File: config.mk
export PLATFORM = sky130hd
export DESIGN_NAME = pipe_hazard_ctrl
export DESIGN_NICKNAME = d
export VERILOG_FILES = /design/src/rtl/pipe_hazard_ctrl.sv
export SDC_FILE = /design/constraint.sdc
export NUM_CORES = 1
export LEC_CHECK = 0
export ABC_AREA = 0
export CAP_MARGIN = 20
export CORE_UTILIZATION = 35
export CTS_BUF_LIST = sky130_fd_sc_hd__clkbuf_8 sky130_fd_sc_hd__clkbuf_16
export CTS_CLUSTER_SIZE = 24
export DETAILED_ROUTE_END_ITERATION = 10
export REMOVE_ABC_BUFFERS = 1
export SLEW_MARGIN = 20
export SYNTH_ARGS = -nofsm -noshare
export SYNTH_HDL_FRONTEND = slang
export SYNTH_SLANG_ARGS = --single-unit
File: constraint.sdc
create_clock -name clk -period 2.8 [get_ports clk]
set_input_delay 0.42 -clock clk [delete_from_list [all_inputs] [get_ports clk]]
set_output_delay 0.42 -clock clk [all_outputs]
set_load 0.01 [all_outputs]
File: src/rtl/pipe_hazard_ctrl.sv
// Purpose : pipeline hazard controller; load-use stalls, branch flushes, memory-wait holds.
// Latency : hold/flush/bubble are combinational from inputs and state; status counters are registered.
// Backpr. : mem_busy holds the whole pipe (PC + IF/ID) and freezes any flush in progress.
//
// Ports:
//   clk, reset (async active-low)
//   id_rs1, id_rs2, ex_rd, ex_mem_read   -- load-use detection operands
//   if_branch                            -- taken branch resolved in ID
//   mem_busy                             -- data memory not ready
//   pc_hold, if_id_hold, if_id_flush, id_ex_bubble -- pipeline control
//   stall_code                           -- {any, timeout, mem_wait, flush, load_use}
//   mem_timeout                          -- sticky memory timeout flag
//   stall_count                          -- saturating count of pc_hold cycles
module pipe_hazard_ctrl #(
    parameter int BR_PENALTY  = 1,
    parameter int MEM_TIMEOUT = 16
) (
    input  logic        clk,
    input  logic        reset,
    input  logic [4:0]  id_rs1,
    input  logic [4:0]  id_rs2,
    input  logic [4:0]  ex_rd,
    input  logic        ex_mem_read,
    input  logic        if_branch,
    input  logic        mem_busy,
    output logic        pc_hold,
    output logic        if_id_hold,
    output logic        if_id_flush,
    output logic        id_ex_bubble,
    output logic [4:0]  stall_code,
    output logic        mem_timeout,
    output logic [15:0] stall_count
);

    typedef enum logic [1:0] {
        RUN      = 2'd0,
        FLUSH    = 2'd1,
        MEM_WAIT = 2'd2
    } state_t;

    localparam logic [1:0] FLUSH_LOAD  = 2'(BR_PENALTY - 1);
    localparam logic [7:0] TIMEOUT_LIM = 8'(MEM_TIMEOUT);

    state_t      state;
    state_t      state_nxt;
    logic [1:0]  flush_cnt;
    logic [1:0]  flush_cnt_nxt;
    logic [7:0]  wait_cnt;

    logic        load_use;
    logic        resume_flush;
    logic        pc_hold_c;
    logic        if_id_hold_c;
    logic        if_id_flush_c;
    logic        id_ex_bubble_c;
    logic        mem_wait_c;

    assign load_use = ex_mem_read && (ex_rd != 5'd0) &&
                      ((ex_rd == id_rs1) || (ex_rd == id_rs2));

    // A flush interrupted by mem_busy parks its remaining count in flush_cnt
    // while in MEM_WAIT; a non-zero count means FLUSH must resume afterwards.
    assign resume_flush = (state == FLUSH) ||
                          ((state == MEM_WAIT) && (flush_cnt != 2'd0));

    // Priority mem_busy > if_branch > load_use in every state. MEM_WAIT only
    // holds while mem_busy is high; the first free cycle already behaves as
    // the state being returned to, so no extra stall cycle is inserted.
    always_comb begin
        state_nxt      = state;
        flush_cnt_nxt  = flush_cnt;
        pc_hold_c      = 1'b0;
        if_id_hold_c   = 1'b0;
        if_id_flush_c  = 1'b0;
        id_ex_bubble_c = 1'b0;
        mem_wait_c     = 1'b0;

        if (mem_busy) begin
            pc_hold_c    = 1'b1;
            if_id_hold_c = 1'b1;
            mem_wait_c   = 1'b1;
            state_nxt    = MEM_WAIT;
        end else if (if_branch) begin
            if_id_flush_c = 1'b1;
            flush_cnt_nxt = FLUSH_LOAD;
            state_nxt     = (FLUSH_LOAD != 2'd0) ? FLUSH : RUN;
        end else if (resume_flush) begin
            if_id_flush_c = 1'b1;
            if (flush_cnt <= 2'd1) begin
                flush_cnt_nxt = 2'd0;
                state_nxt     = RUN;
            end else begin
                flush_cnt_nxt = flush_cnt - 2'd1;
                state_nxt     = FLUSH;
            end
        end else if (load_use) begin
            pc_hold_c      = 1'b1;
            if_id_hold_c   = 1'b1;
            id_ex_bubble_c = 1'b1;
            state_nxt      = RUN;
        end else begin
            state_nxt = RUN;
        end
    end

    // Control outputs are gated by reset so they read zero while it is held,
    // independent of whatever the inputs are doing.
    assign pc_hold      = reset & pc_hold_c;
    assign if_id_hold   = reset & if_id_hold_c;
    assign if_id_flush  = reset & if_id_flush_c;
    assign id_ex_bubble = reset & id_ex_bubble_c;

    always_comb begin
        stall_code    = 5'd0;
        stall_code[0] = id_ex_bubble;
        stall_code[1] = if_id_flush;
        stall_code[2] = reset & mem_wait_c;
        stall_code[3] = reset & mem_timeout;
        stall_code[4] = stall_code[0] | stall_code[1] | stall_code[2];
    end

    always_ff @(posedge clk or negedge reset) begin
        if (!reset) begin
            state       <= RUN;
            flush_cnt   <= 2'd0;
            wait_cnt    <= 8'd0;
            mem_timeout <= 1'b0;
            stall_count <= 16'd0;
        end else begin
            state     <= state_nxt;
            flush_cnt <= flush_cnt_nxt;

            // Consecutive busy cycles; the flag sets on the edge that
            // completes the MEM_TIMEOUT-th one.
            if (mem_busy) begin
                if (wait_cnt != 8'hFF) begin
                    wait_cnt <= wait_cnt + 8'd1;
                end
                if (wait_cnt >= (TIMEOUT_LIM - 8'd1)) begin
                    mem_timeout <= 1'b1;
                end
            end else begin
                wait_cnt <= 8'd0;
            end

            if (pc_hold_c && (stall_count != 16'hFFFF)) begin
                stall_count <= stall_count + 16'd1;
            end
        end
    end

endmodule

==> results of run 1 <==
[flip-flops by register name, summed over array words and instances (netlist names)]
register / cells
wait_cnt: 8
state: 2
mem_timeout: 1
flush_cnt: 2
stall_count: 16
[cells in the mapped netlist (4+ instances only)]
cell type | n | share of area, %
xnor2_1 | 28 | 15
nand2_1 | 11 | 2.5
nand2b_1 | 4 | 1.5
nand4_1 | 8 | 3.0
nand3_1 | 9 | 2.7
dfrtp_1 | 29 | 44
nor2_1 | 12 | 2.7
and2_1 | 5 | 1.9
nand3_2 | 7 | 4.3
[what timing repair did]
action                     CTS  global route
pin swaps                    1             2
buffers inserted             0             1
setup endpoints to repair    4             5
gates resized for setup      1             5
[final timing paths]
kind	start	to	slack, ns	cells past startpoint
min reg2reg	mem_timeout$_DFFE_PN0P_	mem_timeout$_DFFE_PN0P_	0.49	1
max in group asynchronous	reset	stall_count[6]$_DFFE_PN0P_	2.08	2
min	mem_timeout$_DFFE_PN0P_	mem_timeout$_DFFE_PN0P_	0.49	1
min in group asynchronous	reset	flush_cnt[1]$_DFFE_PN0N_	0.57	2
max	ex_rd[0]	stall_code[0]	0.06	7
max reg2reg	stall_count[3]$_DFFE_PN0P_	stall_count[1]$_DFFE_PN0P_	0.79	6
[report_power, final]
group	internal (mW)	total, mW	switching [mW]
clock	0.191	0.337	0.146
combinational	0.206	0.340	0.133
sequential	0.479	0.551	0.0726
[kinds of logic after synthesis]
logic type	Yosys count	share of synthesized area, %
flops	29	44.0
simple gates	75	26.9
compound gates	14	5.92
mux	1	0.683
buf+inv	11	5.54
xor+xnor	29	15.4
fa+ha+maj	2	1.52
[metrics by stage]
step | power, mW | setup TNS, ns
finish | 1.23 | 0
global placement | 0.882 | 0
floorplan | 0.695 | 0
global route | 1.30 | -0.0425
detailed placement | 0.895 | -0.119
CTS | 1.25 | 0
[layout make-up]
| type | count | area (um^2) | share of cell area [%] |
|---|---|---|---|
| inverters | 3 | 11.3 | 0.499 |
| repair buffers | 52 | 526 | 23.3 |
| clock buffers | 6 | 82.6 | 3.66 |
| flip-flops and latches | 29 | 726 | 32.2 |
| clock inverters | 1 | 3.75 | 0.166 |
| well taps | 52 | 65.1 | 2.88 |
| multi-input cells | 121 | 842 | 37.3 |
[worst register-to-register path: stages, from the launching register on]
cell and delay, ns:
dfrtp_1 0.43, and3_1 0.20, and3_4 0.22, nand4_1 0.10, or2_1 0.40, nand2_1 0.19
mux2_2 0.34
[metal layers]
metal / vias up / part of all wire, % / GRT usage [%]
li1: 649 / - / -
met1: 637 / 47 / 20.8
met2: 27 / 47 / 24.3
met3: 7 / 4.0 / 3.85
met4: 0 / 1.8 / 7.56
met5: - / 0 / 0
==> flow_summary_export.csv, run 1 <==
group,metric,value,unit
status,status,"finished with violations",
status,violations,"DRC",
setup_path,path_max_fanout,3,
setup_path,worst-endpoint-arrival,2.32,ns
sta,hold_viol,0,
grt,antenna_found_initial,0,
logic_synthesis,synth-main-ff-cell,"dfrtp_1",
die,io_pins,46,
sta,finalSetupViolCount,0,
clocking,clk_path_buf_depth,2,
route,drc_errors,2,
run,maxCapViolations,0,
sta,fmax,364,MHz
hold_path,hp-class,"flop to flop",
placement,hpwl,2610,um
clocking,clock-sinks,29,
clocking,htree_levels,2,
setup_path,cpPeakStageDelay,0.57,ns
die,fp.coreArea,4440,um^2
placement,place_congestion,0.871,
finish,fillCellCount,414,
finish,mostFrequentLayoutCells,"clkdlybuf4s50_1, dfrtp_1, xnor2_1, nor2_1, nand2_1",
logic_synthesis,ys_async_sr_fraction,100,%
die,start_util,37.1,%
logic_synthesis,ys_warn_count,0,
sta,slew_viol_final,0,
clocking,cts_buffers,5,
logic_synthesis,synth_cells,161,
grt,grt_max_degree,26,
route,wl_per_cell,13.4,um
clocking,cts_root_buf,"clkbuf_8",
die,fp.dieW,70.6,um
clocking,tritoncts,"done",
sta,timing.final.crit_share,98.0,%
finish,layout_commonest_cell,"clkdlybuf4s50_1",
setup_path,cp-end-kind,"output pin",
route,vias,1320,
setup_path,required,2.38,ns
finish,area_growth,36.9,%
power,ir_worst_vdd,468,uV
finish,final_cell_area,2260,um^2
sta,tightest_slew,0.543,ns
logic_synthesis,ys_ff_latch,29,
finish,fin_nets,234,
logic_synthesis,synth.distinct_cells,36,
logic_synthesis,synth-seq-area-share,44.0,%
finish,finalNonFillerCells,264,
die,die_h,70.6,um
route,drt_pass1_iterations,7,
logic_synthesis,synth_area,1650,um^2
setup_path,cp_cell_sequence,"clkdlybuf4s50_1 > xnor2_1 > nand3_1 > o22ai_2 > nand4_1 > nor3b_2 > clkdlybuf4s50_1",
finish,drive_above_1_share,14.2,%
sta,rsz0062_at_grt,"yes",
placement,preCtsSetupSlack,-0.0586,ns
logic_synthesis,avgSynthCellArea,10.2,um^2
setup_path,startpoint_type,"primary input",
placement,post-place-cells,256,
grt,grt_overflow,0,
setup_path,critical_path.top_delay_family,"buffers and inverters",
setup_path,crit_slowest_cell,"clkdlybuf4s50_1",
finish,n_antenna_cell,0,
sta,slew_headroom,62.8,%
setup_path,critPathMostFrequentCell,"clkdlybuf4s50_1",
grt,grtUsageTotal,15.7,%
power,leakagePower,0.970,nW
route,wirelength,3530,um
placement,place_area,2140,um^2
sta,fin_skew,0.00285,ns
setup_path,criticalPathCategory,"primary input to output pin",
route,vias_per_cell,5.00,
clocking,clkLatencyLatePin,0.28,ns
logic_synthesis,synth-edff-count,0,
route,ant_nets,0,
grt,grt_pass1_wl,6070,um
clocking,cts_hold_buf,0,
sta,post-route-min-period,2.74,ns
die,std_cell_rows,24,
grt,grt_pass1_vias,1326,
clocking,cts.clk_slew.worst_paths,0.06,ns
placement,port_buffers,45,
sta,hold_ws,0.490,ns
setup_path,cp_num_buf_inv,2,
route,drtIter0Drc,36,
finish,post-route-util,50.8,%
die,die_area,4990,um^2
power,cellPowerDensity,544,nW/um^2
sta,layout_setup_ws,0.0552,ns
(Power assumes the default switching activity.)
==> run 2, diff against run 1 <==
==> constraint.sdc (replaced) <==
create_clock -name clk -period 3.2 [get_ports clk]
set_input_delay 0.48 -clock clk [delete_from_list [all_inputs] [get_ports clk]]
set_output_delay 0.48 -clock clk [all_outputs]
set_load 0.01 [all_outputs]
==> run 2 against run 1 <==
The flow still finishes with violations (DRC). First-iteration DRC count rose by 92%. Global-route usage rose by 0.67 points. Clock power fell by 12%. Worst setup slack improved by 0.16 ns. Critical path type unchanged. Largest cell class unchanged.
==> flow_summary_export.csv, run 2 (synthesized netlist as in run 1, its figures left out) <==
group,metric,value,unit
route,wirelength,3540,um
grt,grt_pass1_wl,6300,um
grt,grtUsageTotal,16.3,%
setup_path,critical_path.top_delay_family,"buffers and inverters",
route,drt_pass1_iterations,7,
route,drtIter0Drc,69,
setup_path,cp-end-kind,"output pin",
finish,area_growth,33.9,%
run,maxCapViolations,0,
setup_path,startpoint_type,"primary input",
sta,fmax,335,MHz
clocking,htree_levels,2,
sta,hold_viol,0,
clocking,cts.clk_slew.worst_paths,0.06,ns
finish,n_antenna_cell,0,
sta,hold_ws,0.493,ns
grt,grt_pass1_vias,1402,
status,violations,"DRC",
sta,rsz0062_at_grt,"no",
setup_path,cpPeakStageDelay,0.60,ns
setup_path,cp_num_buf_inv,2,
clocking,cts_root_buf,"clkbuf_8",
placement,place_congestion,0.851,
sta,slew_headroom,45.8,%
sta,tightest_slew,0.806,ns
clocking,cts_hold_buf,0,
power,swShare,28.7,%
sta,fin_setup_tns,0,ns
clocking,clkLatencyLatePin,0.28,ns
setup_path,worst-endpoint-arrival,2.50,ns
power,cellPowerDensity,486,nW/um^2
setup_path,cp_cell_sequence,"clkdlybuf4s50_1 > xnor2_1 > nand3_1 > o22ai_1 > nand4_1 > nor3b_1 > clkdlybuf4s50_1",
setup_path,path_max_fanout,3,
route,vias,1339,
setup_path,criticalPathCategory,"primary input to output pin",
clocking,cts_buffers,5,
route,drc_errors,2,
placement,hpwl,2680,um
setup_path,required,2.72,ns
die,io_pins,46,
sta,slew_viol_final,0,
grt,grt_overflow,0,
clocking,cts_resized,0,
die,fp.dieW,70.6,um
route,wl_per_cell,13.5,um
power,power_frac_clock,27.8,%
route,vias_per_cell,5.11,
finish,drive_above_1_share,12.4,%
power,pwr-share-comb,27.5,%
die,fp.coreArea,4440,um^2
setup_path,critPathMostFrequentCell,"clkdlybuf4s50_1",
power,p_seq_share,44.7,%
power,switching_power,308,uW
power,leakagePower,0.908,nW
die,start_util,37.1,%
sta,finalSetupViolCount,0,
clocking,clock-sinks,29,
route,ant_nets,0,
die,std_cell_rows,24,
power,ir_worst_vdd,392,uV
power,intPower,764,uW
placement,port_buffers,45,
sta,post-route-min-period,2.98,ns
finish,layout_commonest_cell,"clkdlybuf4s50_1",
grt,antenna_found_initial,0,
finish,mostFrequentLayoutCells,"clkdlybuf4s50_1, dfrtp_1, xnor2_1, nor2_1, nand2_1",
finish,regMostFlops,"stall_count",
hold_path,hp-class,"flop to flop",
die,die_area,4990,um^2
clocking,tritoncts,"done",
finish,largest_reg_flops,16,
die,die_h,70.6,um
status,status,"finished with violations",
finish,largestRegisters,"stall_count: 16 flops, wait_cnt: 8 flops",
sta,fin_skew,0.00499,ns
setup_path,crit_slowest_cell,"clkdlybuf4s50_1",
sta,timing.final.crit_share,93.2,%
grt,grt_max_degree,16,
clocking,clk_path_buf_depth,2,
finish,fin_nets,232,
clocking,post_cts_buffers,0,
run 2: cell count changes in the layout (fill, tap and decap cells not counted), sizes merged:
cell and change:
dlymetal6s2s -4, clkdlybuf4s50 +4, buf -2
run 2: cell type report:
| type | count | area, um^2 |
|---|---|---|
| tap | 52 | 65.1 |
| multi-input combinational | 121 | 831 |
| timing repair buffer | 50 | 488 |
| clock buffer | 6 | 82.6 |
| sequential | 29 | 726 |
| clock inverter | 1 | 3.75 |
| fill | 429 | 2240 |
| inverter | 3 | 11.3 |
run 2: worst paths after layout:
| path | start | endpoint | slack [ns] | depth (start not counted) |
|---|---|---|---|---|
| max in group asynchronous | reset | state[1]$_DFF_PN0_ | 2.20 | 3 |
| setup / recovery | ex_rd[4] | stall_code[0] | 0.22 | 7 |
| hold reg to reg | stall_count[15]$_DFFE_PN0P_ | stall_count[15]$_DFFE_PN0P_ | 0.49 | 1 |
| setup reg to reg | stall_count[0]$_DFFE_PN0P_ | stall_count[1]$_DFFE_PN0P_ | 1.09 | 6 |
| hold / removal | stall_count[15]$_DFFE_PN0P_ | stall_count[15]$_DFFE_PN0P_ | 0.49 | 1 |
| min in group asynchronous | reset | stall_count[7]$_DFFE_PN0P_ | 0.62 | 2 |
run 2: power by group through the flow:
stage / logic [mW] / registers, mW / clock network (mW)
CTS: 0.299 / 0.479 / 0.312
global route: 0.319 / 0.487 / 0.332
finish: 0.295 / 0.479 / 0.298
detailed placement: 0.297 / 0.483 / 0
floorplan: 0.116 / 0.492 / 0
global placement: 0.290 / 0.480 / 0
run 2: metrics by stage:
stage / setup slack (ns) / instance area (um^2) / utilization, % / cells / power [mW]
detailed placement: 0.258 / 2120 / 47.7 / 255 / 0.780
CTS: 0.236 / 2210 / 49.7 / 262 / 1.09
finish: 0.217 / 2210 / 49.7 / 262 / 1.07
global route: 0.113 / 2210 / 49.7 / 262 / 1.14
global placement: 0.334 / 2120 / 47.7 / 255 / 0.771
floorplan: 1.00 / 1570 / - / 153 / 0.608
run 2: metal layers:
| layer | global-route usage (%) | vias to the layer above | routed length (um) |
|---|---|---|---|
| met3 | 6.13 | 9 | 188 |
| met2 | 25.7 | 31 | 1670 |
| met1 | 20.1 | 655 | 1610 |
| met4 | 7.56 | 0 | 62 |
| met5 | 0 | - | 0 |
| li1 | - | 644 | - |
